## config.mk

```make
export PLATFORM = sky130hd
export DESIGN_NAME = store_m_flat
export DESIGN_NICKNAME = d
export VERILOG_FILES = /design/src/rtl/tinyml_pkg.sv /design/src/rtl/store_m_if.sv /design/src/rtl/store_m_serializer.sv /design/src/rtl/store_m.sv /design/src/flat_wrapper.sv
export SDC_FILE = /design/constraint.sdc
export NUM_CORES = 1
export LEC_CHECK = 0
export ABC_CLOCK_PERIOD_IN_PS = 14600
export BUFFER_PORTS_ARGS = -buffer_cell sky130_fd_sc_hd__buf_2
export CELL_PAD_IN_SITES_DETAIL_PLACEMENT = 0
export CELL_PAD_IN_SITES_GLOBAL_PLACEMENT = 1
export CORE_ASPECT_RATIO = 0.8
export CORE_MARGIN = 2
export CORE_UTILIZATION = 44
export DETAILED_ROUTE_END_ITERATION = 8
export GPL_TIMING_DRIVEN = 0
export MAX_ROUTING_LAYER = met4
export PLACE_DENSITY = 0.87
export SYNTH_ARGS = -nofsm -noshare
export SYNTH_HDL_FRONTEND = slang
export SYNTH_SLANG_ARGS = --single-unit
```

## constraint.sdc

```tcl
create_clock -name clk -period 14.6 [get_ports clk]
set_input_delay 0.73 -clock clk [delete_from_list [all_inputs] [get_ports clk]]
set_output_delay 0.73 -clock clk [all_outputs]
set_load 0.1 [all_outputs]
```

## src/rtl/tinyml_pkg.sv

```systemverilog
// Shared widths, store-FSM state type and helpers for the tinyml memory movers.
package tinyml_pkg;

  localparam int unsigned MEM_ADDR_WIDTH = 24;
  localparam int unsigned LENGTH_WIDTH   = 20;
  localparam int unsigned BYTE_WIDTH     = 8;

  typedef enum logic [1:0] {
    IDLE      = 2'd0,
    WAIT_TILE = 2'd1,
    WRITING   = 2'd2,
    DONE      = 2'd3
  } store_state_e;

  // Counter width that stays at least one bit for single-byte tiles.
  function automatic int unsigned cnt_width(input int unsigned n);
    return (n > 1) ? $clog2(n) : 1;
  endfunction

endpackage

```

## src/rtl/store_m_if.sv

```systemverilog
// Command, tile and memory-write signals of the tile store block.
interface store_m_if
  import tinyml_pkg::*;
#(
  parameter int unsigned TILE_WIDTH = 256,
  parameter int unsigned ADDR_WIDTH = MEM_ADDR_WIDTH,
  parameter int unsigned DATA_WIDTH = BYTE_WIDTH
);

  logic                    valid_in;
  logic [ADDR_WIDTH-1:0]   dram_addr;
  logic [LENGTH_WIDTH-1:0] length;
  logic [TILE_WIDTH-1:0]   tile_in;
  logic                    tile_valid_in;
  logic                    tile_ready;
  logic                    mem_we;
  logic [ADDR_WIDTH-1:0]   mem_addr;
  logic [DATA_WIDTH-1:0]   mem_din;
  logic                    busy;
  logic                    valid_out;

  modport master (
    output valid_in, dram_addr, length, tile_in, tile_valid_in,
    input  tile_ready, mem_we, mem_addr, mem_din, busy, valid_out
  );

  modport slave (
    input  valid_in, dram_addr, length, tile_in, tile_valid_in,
    output tile_ready, mem_we, mem_addr, mem_din, busy, valid_out
  );

endinterface

```

## src/rtl/store_m_serializer.sv

```systemverilog
// Holds one accepted tile and presents its bytes MSB-first by index.
module tile_byte_serializer
  import tinyml_pkg::*;
#(
  parameter  int unsigned TILE_WIDTH = 256,
  localparam int unsigned NUM_BYTES  = TILE_WIDTH / BYTE_WIDTH,
  localparam int unsigned CNT_W      = cnt_width(NUM_BYTES)
) (
  input  logic                  clk,
  input  logic                  rst,
  input  logic                  load,
  input  logic [TILE_WIDTH-1:0] tile_in,
  input  logic [CNT_W-1:0]      byte_cnt,
  output logic [BYTE_WIDTH-1:0] byte_c,
  output logic                  last_byte_c
);

  logic [TILE_WIDTH-1:0] tile_q;

  always_ff @(posedge clk or posedge rst) begin
    if (rst) begin
      tile_q <= '0;
    end else if (load) begin
      tile_q <= tile_in;
    end
  end

  // Byte 0 sits in the top byte lane of the tile.
  assign byte_c      = BYTE_WIDTH'(tile_q >> (BYTE_WIDTH * (NUM_BYTES - 1 - 32'(byte_cnt))));
  assign last_byte_c = (byte_cnt == CNT_W'(NUM_BYTES - 1));

endmodule

```

## src/rtl/store_m.sv

```systemverilog
// Tile-to-DRAM writer: unpacks tiles MSB byte first into sequential byte writes.
module store_m
  import tinyml_pkg::*;
#(
  parameter int unsigned TILE_WIDTH = 256,
  parameter int unsigned DATA_WIDTH = BYTE_WIDTH,
  parameter int unsigned ADDR_WIDTH = MEM_ADDR_WIDTH
) (
  input logic      clk,
  input logic      rst,
  store_m_if.slave bus
);

  localparam int unsigned NUM_BYTES = TILE_WIDTH / BYTE_WIDTH;
  localparam int unsigned CNT_W     = cnt_width(NUM_BYTES);

  store_state_e            state_q, state_d;
  logic [ADDR_WIDTH-1:0]   cur_addr_q, cur_addr_d;
  logic [LENGTH_WIDTH-1:0] bytes_left_q, bytes_left_d;
  logic [CNT_W-1:0]        byte_cnt_q, byte_cnt_d;
  logic                    mem_we_q, mem_we_d;
  logic [ADDR_WIDTH-1:0]   mem_addr_q, mem_addr_d;
  logic [DATA_WIDTH-1:0]   mem_din_q, mem_din_d;
  logic                    valid_out_q, valid_out_d;
  logic                    busy_q, busy_d;
  logic                    load_c;
  logic [BYTE_WIDTH-1:0]   byte_c;
  logic                    last_byte_c;

  tile_byte_serializer #(.TILE_WIDTH(TILE_WIDTH)) u_ser (
    .clk         (clk),
    .rst         (rst),
    .load        (load_c),
    .tile_in     (bus.tile_in),
    .byte_cnt    (byte_cnt_q),
    .byte_c      (byte_c),
    .last_byte_c (last_byte_c)
  );

  always_ff @(posedge clk or posedge rst) begin
    if (rst) begin
      state_q      <= IDLE;
      cur_addr_q   <= '0;
      bytes_left_q <= '0;
      byte_cnt_q   <= '0;
      mem_we_q     <= 1'b0;
      mem_addr_q   <= '0;
      mem_din_q    <= '0;
      valid_out_q  <= 1'b0;
      busy_q       <= 1'b0;
    end else begin
      state_q      <= state_d;
      cur_addr_q   <= cur_addr_d;
      bytes_left_q <= bytes_left_d;
      byte_cnt_q   <= byte_cnt_d;
      mem_we_q     <= mem_we_d;
      mem_addr_q   <= mem_addr_d;
      mem_din_q    <= mem_din_d;
      valid_out_q  <= valid_out_d;
      busy_q       <= busy_d;
    end
  end

  always_comb begin
    state_d      = state_q;
    cur_addr_d   = cur_addr_q;
    bytes_left_d = bytes_left_q;
    byte_cnt_d   = byte_cnt_q;
    mem_we_d     = 1'b0;
    mem_addr_d   = mem_addr_q;
    mem_din_d    = mem_din_q;
    valid_out_d  = 1'b0;
    load_c       = 1'b0;

    unique case (state_q)
      IDLE: begin
        if (bus.valid_in) begin
          cur_addr_d   = bus.dram_addr;
          bytes_left_d = bus.length;
          state_d      = (bus.length == '0) ? DONE : WAIT_TILE;
        end
      end
      WAIT_TILE: begin
        if (bus.tile_valid_in) begin
          load_c     = 1'b1;
          byte_cnt_d = '0;
          state_d    = WRITING;
        end
      end
      WRITING: begin
        mem_we_d     = 1'b1;
        mem_addr_d   = cur_addr_q;
        mem_din_d    = DATA_WIDTH'(byte_c);
        cur_addr_d   = cur_addr_q + ADDR_WIDTH'(1);
        bytes_left_d = bytes_left_q - LENGTH_WIDTH'(1);
        byte_cnt_d   = (NUM_BYTES == 1) ? '0 : byte_cnt_q + CNT_W'(1);
        if (bytes_left_q == LENGTH_WIDTH'(1)) begin
          state_d = DONE;
        end else if (last_byte_c) begin
          state_d = WAIT_TILE;
        end
      end
      DONE: begin
        valid_out_d = 1'b1;
        state_d     = IDLE;
      end
      default: state_d = IDLE;
    endcase

    // Busy covers every non-idle state and the completion-pulse cycle.
    busy_d = (state_d != IDLE) || valid_out_d;
  end

  assign bus.tile_ready = (state_q == WAIT_TILE);
  assign bus.mem_we     = mem_we_q;
  assign bus.mem_addr   = mem_addr_q;
  assign bus.mem_din    = mem_din_q;
  assign bus.valid_out  = valid_out_q;
  assign bus.busy       = busy_q;

endmodule

```

## src/flat_wrapper.sv

```systemverilog
// flat-port wrapper written by rule: the top's interface ports become plain ports
module store_m_flat import tinyml_pkg::*;
#(
  parameter int unsigned TILE_WIDTH = 256,
  parameter int unsigned DATA_WIDTH = BYTE_WIDTH,
  parameter int unsigned ADDR_WIDTH = MEM_ADDR_WIDTH
)
  (clk, rst, bus_valid_in, bus_dram_addr, bus_length, bus_tile_in, bus_tile_valid_in, bus_tile_ready, bus_mem_we, bus_mem_addr, bus_mem_din, bus_busy, bus_valid_out);
  store_m_if #(.TILE_WIDTH(TILE_WIDTH), .ADDR_WIDTH(ADDR_WIDTH), .DATA_WIDTH(DATA_WIDTH)) bus_i ();
  input logic clk;
  input logic rst;
  input wire logic [$bits(bus_i.valid_in)-1:0] bus_valid_in;
  input wire logic [$bits(bus_i.dram_addr)-1:0] bus_dram_addr;
  input wire logic [$bits(bus_i.length)-1:0] bus_length;
  input wire logic [$bits(bus_i.tile_in)-1:0] bus_tile_in;
  input wire logic [$bits(bus_i.tile_valid_in)-1:0] bus_tile_valid_in;
  output wire logic [$bits(bus_i.tile_ready)-1:0] bus_tile_ready;
  output wire logic [$bits(bus_i.mem_we)-1:0] bus_mem_we;
  output wire logic [$bits(bus_i.mem_addr)-1:0] bus_mem_addr;
  output wire logic [$bits(bus_i.mem_din)-1:0] bus_mem_din;
  output wire logic [$bits(bus_i.busy)-1:0] bus_busy;
  output wire logic [$bits(bus_i.valid_out)-1:0] bus_valid_out;
  assign bus_i.valid_in = bus_valid_in;
  assign bus_i.dram_addr = bus_dram_addr;
  assign bus_i.length = bus_length;
  assign bus_i.tile_in = bus_tile_in;
  assign bus_i.tile_valid_in = bus_tile_valid_in;
  assign bus_tile_ready = bus_i.tile_ready;
  assign bus_mem_we = bus_i.mem_we;
  assign bus_mem_addr = bus_i.mem_addr;
  assign bus_mem_din = bus_i.mem_din;
  assign bus_busy = bus_i.busy;
  assign bus_valid_out = bus_i.valid_out;
  store_m #(.TILE_WIDTH(TILE_WIDTH), .DATA_WIDTH(DATA_WIDTH), .ADDR_WIDTH(ADDR_WIDTH)) u_core (.clk(clk), .rst(rst), .bus(bus_i));
endmodule
```

======== Yosys cells after proc, flatten, opt, wreduce, memory -nomap -nowiden ========
Index checks and enable logic that the tools add are counted.
storage, ports and cells
  logic and storage cells ................. 46
  output and inout port bits .............. 36
  register bits ........................... 342
operators by class
  equal/unequal tests ..................... 7
  reductions and logical operators ........ 8
  mux-type cells .......................... 16
  shifts and indexed selects .............. 1
  add/subtract/negate cells ............... 4
operators with widths
  kind                                                  count
  right shift 256 x 32 -> 8 bit                         1
  one-hot mux 24 bit (2 select lines)                   1
  one-hot mux 20 bit (2 select lines)                   1
  adder 24 x 1 -> 24 bit, second input constant         1
  2-to-1 mux 24 bit                                     1
  equality test 20 x 1 -> 1 bit, second input constant  1
  logical NOT 20 bit                                    1
  2-to-1 mux 20 bit                                     1
  subtractor 20 x 1 -> 20 bit, second input constant    1
  2-to-1 mux 2 bit                                      5
  one-hot mux 5 bit (2 select lines)                    1
  one-hot mux 2 bit (4 select lines)                    1
  nonzero test 2 bit                                    3
  subtractor 5 x 5 -> 6 bit, first input constant       1
  adder 5 x 1 -> 5 bit, second input constant           1
  equality test 5 bit, second input constant            1
  2-to-1 mux 5 bit                                      1
  equality test 2 bit, second input constant            2
  2-to-1 mux 1 bit                                      4
  != test 2 bit, second input constant                  2
  AND reduction 2 bit                                   2
  equality test 2 x 1 -> 1 bit, second input constant   1
  logical NOT 2 bit                                     1
  logical OR 1 bit                                      1

======== Depth between registers and ports, before layout ========
  depth in word-level cells ............... 6
  depth in mapped cells ................... 8
  gate-level depth less buffers ........... 7

======== Modules after synthesis ========
From an unflattened synthesis, not the netlist that was laid out.
unflattened totals
  cells, all modules ...................... 1,204
  area total of the unflattened synthesis .. 15,820.2 um^2
modules (own cells, without submodules)
  module                instances  area an instance (um^2)  cells an instance
  tile_byte_serializer  1          11,491.0                 708
  store_m               1          4,329.2                  496

======== Worst setup path after synthesis ========
OpenSTA, ideal clock, no wires.
  path type ............................... register to register
  from .................................... register u_core.state_q[1]
  to ...................................... register u_core.u_ser.tile_q[11]
  cell stages (with the launch flop) ...... 8
  setup slack ............................. 11.596 ns
  library setup time ...................... 0.065 ns
  path buffers ............................ 3
  clock period less this slack ............ 3.004 ns
  arrival ................................. 2.939 ns
  cells stage by stage .................... dfrtp_1 -> nor2b_1 -> and2_1 -> buf_2 -> clkbuf_1 -> buf_1 -> nand2_1 -> nand2_1
between the ends
  word-level cells in the longest chain between the ends .. 2
RTL lines
  what                          line                      source
  from (decl)                   store_m.sv:17             store_state_e state_q, state_d;
  from (signal assigned)        store_m.sv:52             state_q <= state_d;
  equality test 2 x 1 -> 1 bit  -
  via bus_tile_ready            flat_wrapper.sv:17        output wire logic [$bits(bus_i.tile_ready)-1:0] bus_tile_ready;
  2-to-1 mux 1 bit              store_m.sv:75             unique case (state_q)
  to (signal assigned)          store_m_serializer.sv:24  tile_q <= tile_in;
  to (decl)                     store_m_serializer.sv:18  logic [TILE_WIDTH-1:0] tile_q;
The timed path passes the listed nets, and every way through them passes these cells.
A chain may end at the register's enable or synchronous reset.

======== Final worst setup path ========
  from .................................... register u_core.byte_cnt_q[1]
  to ...................................... register u_core.mem_din_q[2], in the netlist u_core.bus.mem_din[2]
between the ends
  word-level cells in the longest chain between the ends .. 2
RTL lines
  what                           line                      source
  from (decl)                    store_m.sv:20             logic [CNT_W-1:0] byte_cnt_q, byte_cnt_d;
  from (signal assigned)         store_m.sv:55             byte_cnt_q <= byte_cnt_d;
  subtractor 5 x 5 -> 6 bit      store_m_serializer.sv:29  assign byte_c = BYTE_WIDTH'(tile_q >> (BYTE_WIDTH * (NUM_BYTES - 1 - 32'(byte_cnt))));
  right shift 256 x 32 -> 8 bit  store_m_serializer.sv:29
  to (signal assigned)           store_m.sv:58             mem_din_q <= mem_din_d;
  to (decl)                      store_m.sv:23             logic [DATA_WIDTH-1:0] mem_din_q, mem_din_d;
No other way between the ends.

==> flow_metrics.py <==
metrics = {
    "cells_and_area": {
        "drive_above_1_share": 0.200,
        "final_util": 0.553,
        "final_common_cell": "nand2_1",
        "synthToLayoutAreaGrowth_pct": 22.8,
        "fin_cells": 2665,
        "nets": 2474,
        "fillCellCount": 3298,
        "final_cell_mix": "nand2_1 (874), buf_2 (353), dfrtp_1 (342)",
    },
    "placement": {
        "placed_cells": 2597,
        "gp_congestion": 0.924,
        "numPortBuffers": 339,
        "dp_hpwl_mm": 39.9,
        "dp_slack_ns": 11.71,
    },
    "timing": {
        "rsz0062_at_grt": "false",
        "worst_slew_pin_slew_ns": 1.11,
        "relSlewSlack": 0.261,
        "slew_viol_final": 0,
        "min_period_over_period": 0.203,
        "min_period_ns": 2.97,
        "fin_worst_skew_ns": 0.0145,
        "fin_ws_ns": 11.63,
        "setup_viol": 0,
        "final.setup.tns_ns": 0,
        "hold_violations": 0,
        "fmax_mhz": 337,
    },
    "grt": {
        "grt_pass1_wl_mm": 79.7,
        "grt_util_met1": 0.420,
        "grt_pass1_vias": 14000,
        "grt_util_met3": 0.0440,
        "antenna_found_initial": 4,
        "grt_max_degree": 111,
        "grt-busiest-layer": "met1",
        "grt_use_met2": 0.402,
        "grt_usage": 0.286,
        "grt-ovfl-total": 0,
    },
    "drt": {
        "first_pass_iters": 5,
        "drc": 0,
        "drt_iter0_drc": 1171,
        "wire_per_inst_um": 19.6,
        "num_vias": 14100,
        "viasPerCell": 5.31,
        "routed_wirelength_mm": 52.2,
        "ant_nets": 0,
    },
    "critical_path": {
        "rr_startpoint": "u_core.byte_cnt_q[1]$_DFFE_PP0P_",
        "rr_endpoint": "u_core.bus.mem_din[2]$_DFFE_PP0P_",
        "crit_path_end": "u_core.bus.mem_din[2]$_DFFE_PP0P_",
        "endpoint_kind": "flip-flop",
        "start_kind": "flip-flop",
        "cp.arrival_ns": 3.37,
        "worstPathMaxFanout": 10,
        "critPathRequiredTime_ns": 15.00,
        "ff2ff_path_depth": 8,
        "criticalPathCategory": "flip-flop to flip-flop",
        "reg2reg_setup_slack_ns": 11.63,
        "startpoint": "u_core.byte_cnt_q[1]$_DFFE_PP0P_",
    },
    "power_and_ir_drop": {
        "clock_power_share": 0.208,
        "p_per_area_nw_per_um2": 235,
        "p_total_mw": 4.56,
        "pwr-share-comb": 0.424,
        "p_sw_mw": 2.01,
        "pwr-share-seq": 0.368,
        "intPower_mw": 2.54,
        "p_sw_frac": 0.442,
        "max-vdd-ir-drop_mv": 0.271,
        "leakage_nw": 10.1,
    },
    "synth": {
        "ys_seq_area_frac": 0.543,
        "yosysTopAreaCell": "dfrtp_1",
        "syn_area_um2": 15800,
        "synth_seq_cells": 342,
        "synth_edf_count": 0,
        "synth_nets": 2092,
        "synth-adder-area-share": 0.00397,
        "syn_avg_cell_area_um2": 8.85,
        "synthCells": 1783,
        "synth_cell_types": 53,
        "muxShareOfSynthArea": 0.0825,
        "yosys_warnings": 0,
        "synth-simple-area-share": 0.257,
        "synth_top_family_by_area": "simple AND/OR/NAND/NOR gates",
        "synth_compound_area_frac": 0.0823,
        "async_flop_share": 1.00,
        "yosys-top-cells-area": "dfrtp_1 (54%), nand2_1 (21%), mux2i_1 (7.7%)",
        "synth_top_area_frac": 0.543,
        "synthXorXnorAreaFrac": 0,
        "yosys_most_used_dff": "dfrtp_1",
    },
    "clock_tree": {
        "htree_levels": 2,
        "cts_setup_buffers": 0,
        "numCtsBuffers": 38,
        "path_clk_slew_ns": 0.06,
        "clockBufferDepth": 3,
        "clkLatencyLatePin_ns": 0.54,
        "cts.repair.resized": 0,
        "cts_sinks": 342,
        "ctsRootBufferMaster": "clkbuf_16",
        "cts_tree": "yes",
        "hold_buffers": 0,
    },
    "floorplan": {
        "die_w_um": 216,
        "start_util": 0.450,
        "fp.coreArea_um2": 35000,
        "die_h_um": 173,
        "dieArea_um2": 37400,
        "rows": 61,
        "io_pins": 340,
    },
    "run": {
        "maxCapViolCount": 0,
    },
    "worst_hold_path": {
        "hold_class": "input port to asynchronous set/reset pin",
    },
    "run_status": {
        "outcome": "finished, final reports clean",
    },
}
## Yosys cell counts (3+ instances only)
master / count
o21ai_0: 17
inv_1: 7
a31oi_1: 4
o41ai_1: 7
nand3_1: 9
nand2_1: 874
dfrtp_1: 342
a221oi_1: 15
a22o_1: 14
or4_1: 3
a311oi_1: 11
nor3b_1: 4
mux2i_1: 121
nor2_1: 49
a21oi_1: 29
nand4_1: 6
a41oi_1: 3
clkbuf_1: 83
mux4_2: 4
and3_1: 4
a221o_1: 4
buf_1: 5
a211oi_1: 20
nor3_1: 16
nor2b_1: 9
or3_1: 3
or2_2: 6
o211ai_1: 4
o22ai_1: 12
and2_1: 5
a22oi_1: 29
buf_4: 9
ha_1: 5
buf_2: 14
nor4_1: 8
nand2b_1: 4
## metal layers
layer	wire length (um)	vias to the layer above
li1	-	6681
met1	24800	6846
met2	22200	534
met3	3510	86
met4	1610	0
met5	0	-
## layout make-up
class	count	area, um2	area share
inverters	8	37.5	0.00194
diodes	4	10.0	0.000517
plain buffers	111	468	0.0242
clock inverters	10	108	0.00556
well taps	472	591	0.0305
clock buffers	54	1100	0.0569
repair buffers	342	1780	0.0919
multi-input cells	1322	6720	0.347
flip-flops and latches	342	8560	0.442
## worst min path at each step
stage,to,slack [ns]
CTS,u_core.u_ser.tile_q[163]$_DFFE_PP0P_,0.16
detailed placement,u_core.u_ser.tile_q[127]$_DFFE_PP0P_,0.46
global route,u_core.u_ser.tile_q[163]$_DFFE_PP0P_,0.19
floorplan,u_core.u_ser.tile_q[127]$_DFFE_PP0P_,0.44
finish,u_core.u_ser.tile_q[163]$_DFFE_PP0P_,0.17
global placement,u_core.bus.mem_din[4]$_DFFE_PP0P_,0.45
## cell families (layout without fill, tap and decap cells)
| logic type | Yosys count | in the layout |
|---|---|---|
| other cells | 0 | 4 |
| buf+inv | 119 | 525 |
| simple gates | 1012 | 1012 |
| flops | 342 | 342 |
| compound gates | 180 | 180 |
| mux | 125 | 125 |
| fa+ha+maj | 5 | 5 |
## power by group through the flow
stage                     clock network, mW  logic (mW)  registers, mW
final                                 0.947        1.93           1.68
after global routing                   1.01        2.11           1.73
after CTS                             0.963        1.92           1.67
after detailed placement                  0        1.91           1.68
after global placement                    0        1.87           1.67
after floorplan                           0        1.06           1.94
## through the flow
stage          instance area (um2)  hold WS (ns)
2_1_floorplan                15800         0.438
3_3_place_gp                 18100         0.454
3_5_place_dp                 18100         0.459
4_1_cts                      19400         0.158
5_1_grt                      19400         0.188
6_report                     19400         0.165
## worst max-delay path: stages, from the launching register on
cell and delay (ns):
dfrtp_1 0.38, buf_2 0.21, nor2b_1 0.15, buf_2 0.25, buf_1 0.53, clkbuf_1 0.61
a22oi_1 0.25, a21oi_1 0.34, o41ai_1 0.10
## registers in the layout (all words and copies together) (netlist names)
signal	count
u_core.state_q	2
u_core.bus.mem_addr	24
u_core.bus.mem_din	8
u_core.bus.busy	1
u_core.bus.valid_out	1
u_core.bus.mem_we	1
u_core.bytes_left_q	20
u_core.byte_cnt_q	5
u_core.u_ser.tile_q	256
u_core.cur_addr_q	24
No activity file was read; power rests on OpenSTA's default activity.
